`src/rtl/serial_frame_tx_pkg.sv`:
```
// Shared constants for the serial frame transmitter and the matching receiver controller.
package serial_frame_tx_pkg;

  localparam int DEF_ID_W   = 2;
  localparam int DEF_LEN_W  = 4;
  localparam int DEF_DATA_W = 15;
  localparam int HDR_BITS   = 1 + DEF_ID_W + DEF_LEN_W;

  typedef enum logic [2:0] {
    S_IDLE  = 3'd0,
    S_START = 3'd1,
    S_PORT  = 3'd2,
    S_LEN   = 3'd3,
    S_DATA  = 3'd4,
    S_FIN   = 3'd5
  } tx_state_e;

endpackage

```
`src/rtl/serial_frame_tx_ctrl.sv`:
```
// Frame sequencer: walks START/PORT/LEN/DATA/FIN one clkEn beat at a time and owns busy/done/frameCnt.
module serial_frame_tx_ctrl
  import serial_frame_tx_pkg::*;
#(
  parameter int ID_W  = DEF_ID_W,
  parameter int LEN_W = DEF_LEN_W
) (
  input  logic             clk,
  input  logic             rst,
  input  logic             clkEn,
  input  logic             start,
  input  logic [LEN_W-1:0] len,
  output logic             load,
  output logic             busy,
  output logic             done,
  output logic [7:0]       frameCnt
);

  tx_state_e        stateQ;
  logic [LEN_W-1:0] cntQ;
  logic [LEN_W-1:0] lenQ;
  logic             pendingQ;
  logic             busyQ;
  logic             doneQ;
  logic [7:0]       frameCntQ;

  // busy is raised on acceptance, so it doubles as the "not accepting" flag.
  assign load     = start && !busyQ;
  assign busy     = busyQ;
  assign done     = doneQ;
  assign frameCnt = frameCntQ;

  always_ff @(posedge clk or negedge rst) begin
    if (!rst) begin
      stateQ    <= S_IDLE;
      cntQ      <= '0;
      lenQ      <= '0;
      pendingQ  <= 1'b0;
      busyQ     <= 1'b0;
      doneQ     <= 1'b0;
      frameCntQ <= 8'd0;
    end else begin
      doneQ <= 1'b0;
      if (load) begin
        pendingQ <= 1'b1;
        busyQ    <= 1'b1;
        lenQ     <= len;
      end
      if (clkEn) begin
        case (stateQ)
          S_IDLE: begin
            if (pendingQ) begin
              stateQ   <= S_START;
              pendingQ <= 1'b0;
            end
          end
          S_START: begin
            stateQ <= S_PORT;
            cntQ   <= LEN_W'(ID_W - 1);
          end
          S_PORT: begin
            if (cntQ == '0) begin
              stateQ <= S_LEN;
              cntQ   <= LEN_W'(LEN_W - 1);
            end else begin
              cntQ <= cntQ - 1'b1;
            end
          end
          S_LEN: begin
            if (cntQ != '0) begin
              cntQ <= cntQ - 1'b1;
            end else if (lenQ != '0) begin
              stateQ <= S_DATA;
              cntQ   <= lenQ - 1'b1;
            end else begin
              stateQ    <= S_FIN;
              doneQ     <= 1'b1;
              frameCntQ <= frameCntQ + 8'd1;
            end
          end
          S_DATA: begin
            if (cntQ == '0) begin
              stateQ    <= S_FIN;
              doneQ     <= 1'b1;
              frameCntQ <= frameCntQ + 8'd1;
            end else begin
              cntQ <= cntQ - 1'b1;
            end
          end
          S_FIN: begin
            stateQ <= S_IDLE;
            busyQ  <= 1'b0;
          end
          default: stateQ <= S_IDLE;
        endcase
      end
    end
  end

endmodule

```
`src/rtl/serial_frame_tx.sv`:
```
// Serial frame transmitter: start bit, port, length and payload shifted out MSB first on clkEn beats.
module serial_frame_tx
  import serial_frame_tx_pkg::*;
#(
  parameter int ID_W   = DEF_ID_W,
  parameter int LEN_W  = DEF_LEN_W,
  parameter int DATA_W = DEF_DATA_W
) (
  input  logic              clk,
  input  logic              rst,
  input  logic              clkEn,
  input  logic              start,
  input  logic [ID_W-1:0]   port,
  input  logic [LEN_W-1:0]  len,
  input  logic [DATA_W-1:0] data,
  output logic              SerOut,
  output logic              busy,
  output logic              done,
  output logic [7:0]        frameCnt
);

  localparam int FRAME_W = 1 + ID_W + LEN_W + DATA_W;

  logic               load;
  logic               busyInt;
  logic [DATA_W-1:0]  payloadAligned;
  logic [FRAME_W-1:0] frameQ;
  logic               serOutQ;

  serial_frame_tx_ctrl #(
    .ID_W  (ID_W),
    .LEN_W (LEN_W)
  ) u_ctrl (
    .clk      (clk),
    .rst      (rst),
    .clkEn    (clkEn),
    .start    (start),
    .len      (len),
    .load     (load),
    .busy     (busyInt),
    .done     (done),
    .frameCnt (frameCnt)
  );

  // Payload bits move to the top of the field and the unused tail is filled with
  // ones, so the line naturally idles high once the last real bit has gone out.
  always_comb begin
    payloadAligned = (data << (DATA_W - int'(len))) | ({DATA_W{1'b1}} >> len);
  end

  always_ff @(posedge clk or negedge rst) begin
    if (!rst) begin
      frameQ   <= '0;
      serOutQ  <= 1'b1;
    end else if (load) begin
      frameQ <= {1'b0, port, len, payloadAligned};
    end else if (busyInt && clkEn) begin
      serOutQ <= frameQ[FRAME_W-1];
      frameQ  <= {frameQ[FRAME_W-2:0], 1'b1};
    end
  end

  assign SerOut = serOutQ;
  assign busy   = busyInt;

endmodule

```
`config.mk`:
```
export PLATFORM = sky130hd
export DESIGN_NAME = serial_frame_tx
export DESIGN_NICKNAME = d
export VERILOG_FILES = /design/src/rtl/serial_frame_tx_pkg.sv /design/src/rtl/serial_frame_tx_ctrl.sv /design/src/rtl/serial_frame_tx.sv
export SDC_FILE = /design/constraint.sdc
export NUM_CORES = 1
export LEC_CHECK = 0
export ABC_AREA = 1
export BUFFER_PORTS_ARGS = -buffer_cell sky130_fd_sc_hd__buf_2
export CORE_UTILIZATION = 55
export CTS_BUF_LIST = sky130_fd_sc_hd__clkbuf_8
export CTS_CLUSTER_DIAMETER = 30
export DETAILED_ROUTE_END_ITERATION = 7
export PLACE_DENSITY = 0.88
export SYNTH_ARGS = -nofsm -noshare
export SYNTH_HDL_FRONTEND = slang
export SYNTH_HIERARCHICAL = 1
export SYNTH_SLANG_ARGS = --single-unit
```
`constraint.sdc`:
```
create_clock -name clk -period 3.2 [get_ports clk]
set_input_delay 0.64 -clock clk [delete_from_list [all_inputs] [get_ports clk]]
set_output_delay 0.64 -clock clk [all_outputs]
set_load 0.005 [all_outputs]
```
==> impl_metrics.json, run 1 <==
{
  "status": "complete, no violations",
  "setup_ws_ns": 1.122,
  "crit_required_ns": 3.39,
  "port_buffers": 35,
  "slew_viol_final": 0,
  "dp_hpwl_um": 5161,
  "yosys_warnings": 6,
  "crit_type": "in2reg",
  "cts_sinks": 45,
  "area_growth_pct": 8.842,
  "power_density_mw_per_mm2": 694.4,
  "startpoint_type": "input pin",
  "power_mw": 2.342,
  "overflow": 0,
  "peakVddDrop_mv": 0.3929,
  "num_rows": 26,
  "firstDrtPassIters": 6,
  "syn_avg_cell_area_um2": 6.902,
  "period_minus_slack_ns": 2.078,
  "path_cells": "buf_2 -> inv_1 -> nor2_1 -> inv_2 -> nand2_1 -> inv_2 -> a22oi_1 -> nand2_1",
  "totalWireLength_um": 7015,
  "grt_pass1_vias": 2747,
  "p_leak_nw": 1.801,
  "ys_seq_elements": 45,
  "synthCells": 449,
  "synth-edff-count": 0,
  "drt_iter0_drc": 223,
  "cp_max_fo": 13,
  "cts_resized": 0,
  "hold_class": "in2async",
  "syn_nets": 478,
  "cp_top_family": "simple AND/OR/NAND/NOR gates",
  "fp.dieArea_mm2": 0.005939,
  "filler_cell_count": 487,
  "cp-end-kind": "flip-flop",
  "post-route-util": 0.6401,
  "yosysUniqueCellTypes": 36,
  "hold_viol_final": 0,
  "hold_ws_ns": 0.4819,
  "finalSetupViolCount": 0,
  "clkTransAtPathRegs_ns": 0.08,
  "fmax_mhz": 481.3,
  "io_pins": 36,
  "drive_above_1_share": 0.1590,
  "slew_headroom": 0.3614,
  "track_usage": 0.2655,
  "crit_slowest_cell": "nor2_1",
  "gp_congestion": 0.9538,
  "cp_data_arrival_time_ns": 2.27,
  "nets": 506,
  "finalCritPeriodShare": 0.6492,
  "grt_max_degree": 46,
  "fin_tns_setup_ns": 0,
  "n_antenna_cell": 0,
  "postCtsSetupRepairBufs": 0,
  "via_per_inst": 5.493,
  "post_drt_wl_per_cell_um": 12.80,
  "antenna_found_initial": 0,
  "start_util": 0.5881,
  "grt_pass1_wl_um": 12740,
  "drc_errors": 0,
  "chipWidth_um": 77.07,
  "synth_top_flop_cell": "dfrtp_1",
  "hold_buffers": 0,
  "slowest_delay_ns": 0.46,
  "seq_area_frac_synth": 0.3637,
  "syn_area_mm2": 0.003099,
  "clk_latency_ns": 0.31,
  "clock_skew_ns": 0.009833,
  "cts_tree": "built",
  "coreArea_mm2": 0.005270,
  "cts_buffers": 5,
  "cp_num_buf_inv": 4,
  "cts-root-buf": "clkbuf_8",
  "maxCapViolCount": 0,
  "post-place-ws_ns": 0.8530,
  "clock_path_buffers": 2,
  "multi_input_area_mm2": 0.001664,
  "h-tree-depth": 2,
  "synthArstFlopShare": 1.000,
  "rsz0062_at_grt": "false",
  "num_vias": 3010,
  "drtAntennaViolNets": 0,
  "seq_area_mm2": 0.001127,
  "die_h_um": 77.07,
  "worst_slew_pin_slew_ns": 0.9579
}
==> cell type report <==
class,instances,area share
Timing Repair Buffer,36,0.05415
Sequential cell,45,0.3342
Inverter,49,0.05675
Clock buffer,6,0.02448
Multi-Input combinational cell,340,0.4933
Clock inverter,2,0.01113
Tap cell,70,0.02596
==> cells in the mapped netlist (5+ instances only) <==
cell type	n	area (um^2)
nand3_1	61	305.3
nor2_1	24	90.09
nand2_4	5	56.30
inv_2	7	26.28
o21ai_0	16	80.08
dfrtp_1	44	1101
nand3_2	6	60.06
nand4_1	7	43.79
nand2_1	168	630.6
a21oi_1	7	35.03
o22ai_1	7	43.79
inv_1	41	153.9
o21ai_1	5	25.02
buf_2	6	30.03
==> sequential cells by signal, indices dropped and copies added, names as in the netlist <==
| name | flops |
|---|---|
| u_ctrl/done | 1 |
| u_ctrl/frameCnt | 8 |
| u_ctrl/lenQ | 4 |
| u_ctrl/cntQ | 4 |
| u_ctrl/busy | 1 |
| SerOut | 1 |
| u_ctrl/stateQ | 3 |
| frameQ | 22 |
| u_ctrl/pendingQ | 1 |
==> path summary, 6_finish.rpt <==
path | endpoint | cells past startpoint | startpoint | slack, ns
min in group clk | SerOut$_DFFE_PN1P_ | 2 | SerOut$_DFFE_PN1P_ | 0.49
worst max register to register | frameQ[3]$_DFFE_PN0P_ | 6 | u_ctrl/busy$_DFF_PN0_ | 1.13
max in group asynchronous | u_ctrl/lenQ[2]$_DFFE_PN0P_ | 1 | rst | 2.12
worst min-delay path | u_ctrl/stateQ[0]$_DFFE_PN0P_ | 1 | rst | 0.48
worst min register to register | SerOut$_DFFE_PN1P_ | 2 | SerOut$_DFFE_PN1P_ | 0.49
worst max-delay path | frameQ[3]$_DFFE_PN0P_ | 8 | start | 1.12
==> stage by stage <==
stage,cell area [um^2],std cells
finish,3373,548
global placement,3253,540
floorplan,3099,449
CTS,3373,548
global route,3373,548
detailed placement,3253,540
==> power breakdown <==
group | internal (mW) | leakage [nW] | switching (mW)
clock network | 0.254 | 0.0574 | 0.196
logic | 0.352 | 1.17 | 0.622
registers | 0.770 | 0.573 | 0.148
==> cell usage in the layout, fill, tap and decap left out, drive strengths merged <==
cell type / count
nand2: 177
nand3: 67
inv: 49
dfrtp: 44
buf: 36
nor2: 29
o21ai: 21
a21oi: 9
nand4: 7
o22ai: 7
clkbuf: 6
xor2: 4
ha: 4
o211ai: 3
o221ai: 3
xnor2: 2
dfstp: 1
and2: 1
a22oi: 1
or2: 1
o21bai: 1
clkinvlp: 1
bufinv: 1
nor3: 1
a41oi: 1
o32ai: 1
==> worst register-to-register path, cell delays in order (launching register included) <==
cell and delay, ns:
dfrtp_1 0.43, nor2_1 0.50, inv_2 0.17, nand2_1 0.37, inv_2 0.19, a22oi_1 0.23
nand2_1 0.07
==> routing by layer <==
layer  global-route usage  part of all wire
met2               0.4188              0.47
met3              0.04524             0.056
met5                    0                 0
met4              0.09623             0.018
met1               0.3661              0.45
==> kinds of logic (layout without fill, tap and decap cells) <==
| group | Yosys count | in the layout | synth area share |
|---|---|---|---|
| buffers and inverters | 64 | 93 | 0.09931 |
| DFF | 45 | 45 | 0.3637 |
| AOI/OAI and AO/OA | 47 | 47 | 0.09124 |
| and+or+nand+nor | 283 | 283 | 0.4126 |
| xor gates and xnor gates | 6 | 6 | 0.01696 |
| adders and majority gates | 4 | 4 | 0.01615 |
Note: power is estimated with default switching activity, not from simulation.
==> run 2: changes to the inputs <==
ABC_AREA = 0   (was 1)
clock period = 2.13 ns   (was 3.2 ns; I/O delays follow)
==> run 2 against run 1 <==
Net effect: count of clock-buffer cells in the layout is 1 lower; via count is 18% lower; final area is 2.7% lower; largest power group is now registers; highest routed layer unchanged.
==> impl_metrics.json, run 2 <==
{
  "p_int_mw": 1.972,
  "firstDrtPassIters": 4,
  "totalWireLength_um": 6297,
  "synth_top_flop_cell": "dfrtp_1",
  "highest_layer": "met4",
  "multi_input_area_mm2": 0.001669,
  "worst_slew_pin_slew_ns": 0.5813,
  "io_pins": 36,
  "clkTransAtPathRegs_ns": 0.08,
  "slew_viol_final": 0,
  "synthCells": 299,
  "fin_tns_setup_ns": 0,
  "n_antenna_cell": 0,
  "seq_area_mm2": 0.001127,
  "hold_buffers": 0,
  "drc_errors": 0,
  "yosys-top-cells-count": "44 x dfrtp_1, 42 x nand2_1, 19 x mux2i_1, 15 x clkbuf_1, 15 x o21ai_0",
  "wl_met2_um": 3089,
  "crit_required_ns": 2.33,
  "area_growth_pct": 11.14,
  "port_buffers": 35,
  "cp_data_arrival_time_ns": 2.18,
  "finalSetupViolCount": 0,
  "start_util": 0.5745,
  "drtAntennaViolNets": 0,
  "grt_pass1_wl_um": 10650,
  "wl_met3_um": 306,
  "yosys_warnings": 6,
  "cts_sinks": 45,
  "drt_iter0_drc": 287,
  "cts_buffers": 5,
  "wirelength_met1_um": 2775,
  "cts_resized": 0,
  "peakVddDrop_mv": 0.3873,
  "gp_congestion": 0.8913,
  "crit_type": "reg2reg",
  "rsz0062_at_grt": "false",
  "startpoint_type": "flip-flop",
  "path_cells": "inv_1 -> ha_1 -> or3b_1 -> o21ai_1 -> nand3_2 -> inv_2 -> nand4_1 -> xnor2_1",
  "clock_path_buffers": 2,
  "maxCapViolCount": 0,
  "synth-edff-count": 0,
  "max_flop_register": "frameQ",
  "track_usage": 0.2496,
  "filler_cell_count": 436,
  "cp-end-kind": "flip-flop",
  "largest_reg_flops": 22,
  "cts-root-buf": "clkbuf_8",
  "finalCritPeriodShare": 0.9300,
  "p_sw_mw": 1.154,
  "slew_headroom": 0.6107,
  "final_common_cell": "dfrtp_1",
  "drive_above_1_share": 0.2259,
  "yosysUniqueCellTypes": 56,
  "synthArstFlopShare": 1.000,
  "clk_latency_ns": 0.30,
  "grt_pass1_vias": 2324,
  "netSwitchingFraction": 0.3692,
  "yosys.area.top_type": "dfrtp_1",
  "design_area_mm2": 0.003282,
  "fmax_mhz": 504.8,
  "antenna_found_initial": 0,
  "p_seq_frac": 0.444,
  "yosysMostFrequentCell": "dfrtp_1",
  "post_drt_wl_per_cell_um": 15.66,
  "syn_avg_cell_area_um2": 9.876,
  "period_minus_slack_ns": 1.981,
  "postCtsSetupRepairBufs": 0,
  "chipWidth_um": 75.27,
  "status": "complete, no violations",
  "nets": 360,
  "syn_nets": 328,
  "layout_common_cells": "44 x dfrtp_1, 42 x nand2_1, 35 x buf_2",
  "cp_max_fo": 7,
  "slowest_delay_ns": 0.41,
  "combinationalPowerShare": 0.397,
  "synth_top_area_share": 0.3729,
  "dpl_cell_area_mm2": 0.003202,
  "power_density_mw_per_mm2": 952.5,
  "overflow": 0,
  "via_per_inst": 6.104,
  "fp.dieArea_mm2": 0.005666,
  "grt_max_degree": 29,
  "syn_area_mm2": 0.002953,
  "ys_seq_elements": 45,
  "cts_tree": "built",
  "num_rows": 26,
  "dp_hpwl_um": 4601,
  "clockPowerShare": 0.159,
  "h-tree-depth": 2,
  "die_h_um": 75.27,
  "hold_class": "in2async",
  "coreArea_mm2": 0.005140,
  "p_leak_nw": 1.518,
  "num_vias": 2454,
  "seq_area_frac_synth": 0.3818,
  "synthTopCellsByArea": "dfrtp_1 37%, mux2i_1 6.4%, mux4_2 5.3%, nand2_1 5.3%, mux4_1 3.6%",
  "crit_slowest_cell": "or3b_1",
  "clock_skew_ns": 0.003642,
  "hold_viol_final": 0
}
==> run 2: cell count changes in the layout (fill, tap and decap cells not counted), sizes merged, moves of 11 or more <==
cell    before  now
and3         0   12
nand3       67    8
buf         36   49
mux2i        0   19
a211oi       0   12
inv         49   13
nor2        29    7
nand2      177   42
mux4         0   11
==> run 2: metrics by stage <==
step / instances / power (mW) / worst slack (ns) / util / hold WS (ns)
after floorplan: 299 / 2.278 / 0.2936 / - / 0.1304
after global placement: 394 / 2.549 / 0.2156 / 0.6229 / 0.4223
after detailed placement: 394 / 2.624 / 0.1401 / 0.6229 / 0.4310
after CTS: 402 / 3.120 / 0.1605 / 0.6385 / 0.1052
after global routing: 402 / 3.360 / 0.01592 / 0.6385 / 0.1272
final: 402 / 3.126 / 0.1492 / 0.6385 / 0.09204
==> run 2: cells by family after synthesis <==
kind of cell    synth area share
buf+inv                  0.05381
simple gates              0.1703
mux                       0.1801
xor+xnor                 0.02966
fa+ha+maj                0.01695
flops                     0.3818
compound gates            0.1674
==> run 2: worst max-delay path: cells and delay by family (launching register included) <==
family | cells | cell delay, ns
flops | 1 | 0.39
fa+ha+maj | 1 | 0.21
buf+inv | 2 | 0.26
xor+xnor | 1 | 0.15
simple gates | 3 | 0.69
compound gates | 1 | 0.19
==> run 2: layout make-up <==
class,count,area share
inverters,10,0.01144
clock buffers,5,0.02097
well taps,70,0.02669
clock inverters,3,0.003431
repair buffers,49,0.08540
flip-flops and latches,45,0.3435
multi-input cells,220,0.5086
==> run 2: routing by layer <==
layer / vias up / global-route usage
met5: - / 0
met4: 0 / 0.08642
met3: 12 / 0.04685
met2: 73 / 0.4294
met1: 1196 / 0.3167
li1: 1173 / -
==> run 2: worst paths after layout <==
kind	to	cells past startpoint	slack, ns	from
worst min-delay path	u_ctrl/frameCnt[0]$_DFFE_PN0P_	1	0.09	rst
worst min register to register	u_ctrl/frameCnt[7]$_DFFE_PN0P_	1	0.46	u_ctrl/frameCnt[7]$_DFFE_PN0P_
worst max-delay path	u_ctrl/frameCnt[6]$_DFFE_PN0P_	8	0.15	u_ctrl/lenQ[0]$_DFFE_PN0P_
max in group asynchronous	SerOut$_DFFE_PN1P_	2	1.40	rst
worst max register to register	u_ctrl/frameCnt[6]$_DFFE_PN0P_	8	0.15	u_ctrl/lenQ[0]$_DFFE_PN0P_
min in group clk	frameQ[19]$_DFFE_PN0P_	3	0.32	port[0]
==> run 2: power by group through the flow <==
stage | Clock, mW | Combinational, mW | Sequential [mW]
2_1_floorplan | 0 | 0.971 | 1.31
3_3_place_gp | 0 | 1.17 | 1.38
3_5_place_dp | 0 | 1.22 | 1.40
4_1_cts | 0.503 | 1.23 | 1.39
5_1_grt | 0.548 | 1.38 | 1.43
6_report | 0.498 | 1.24 | 1.39
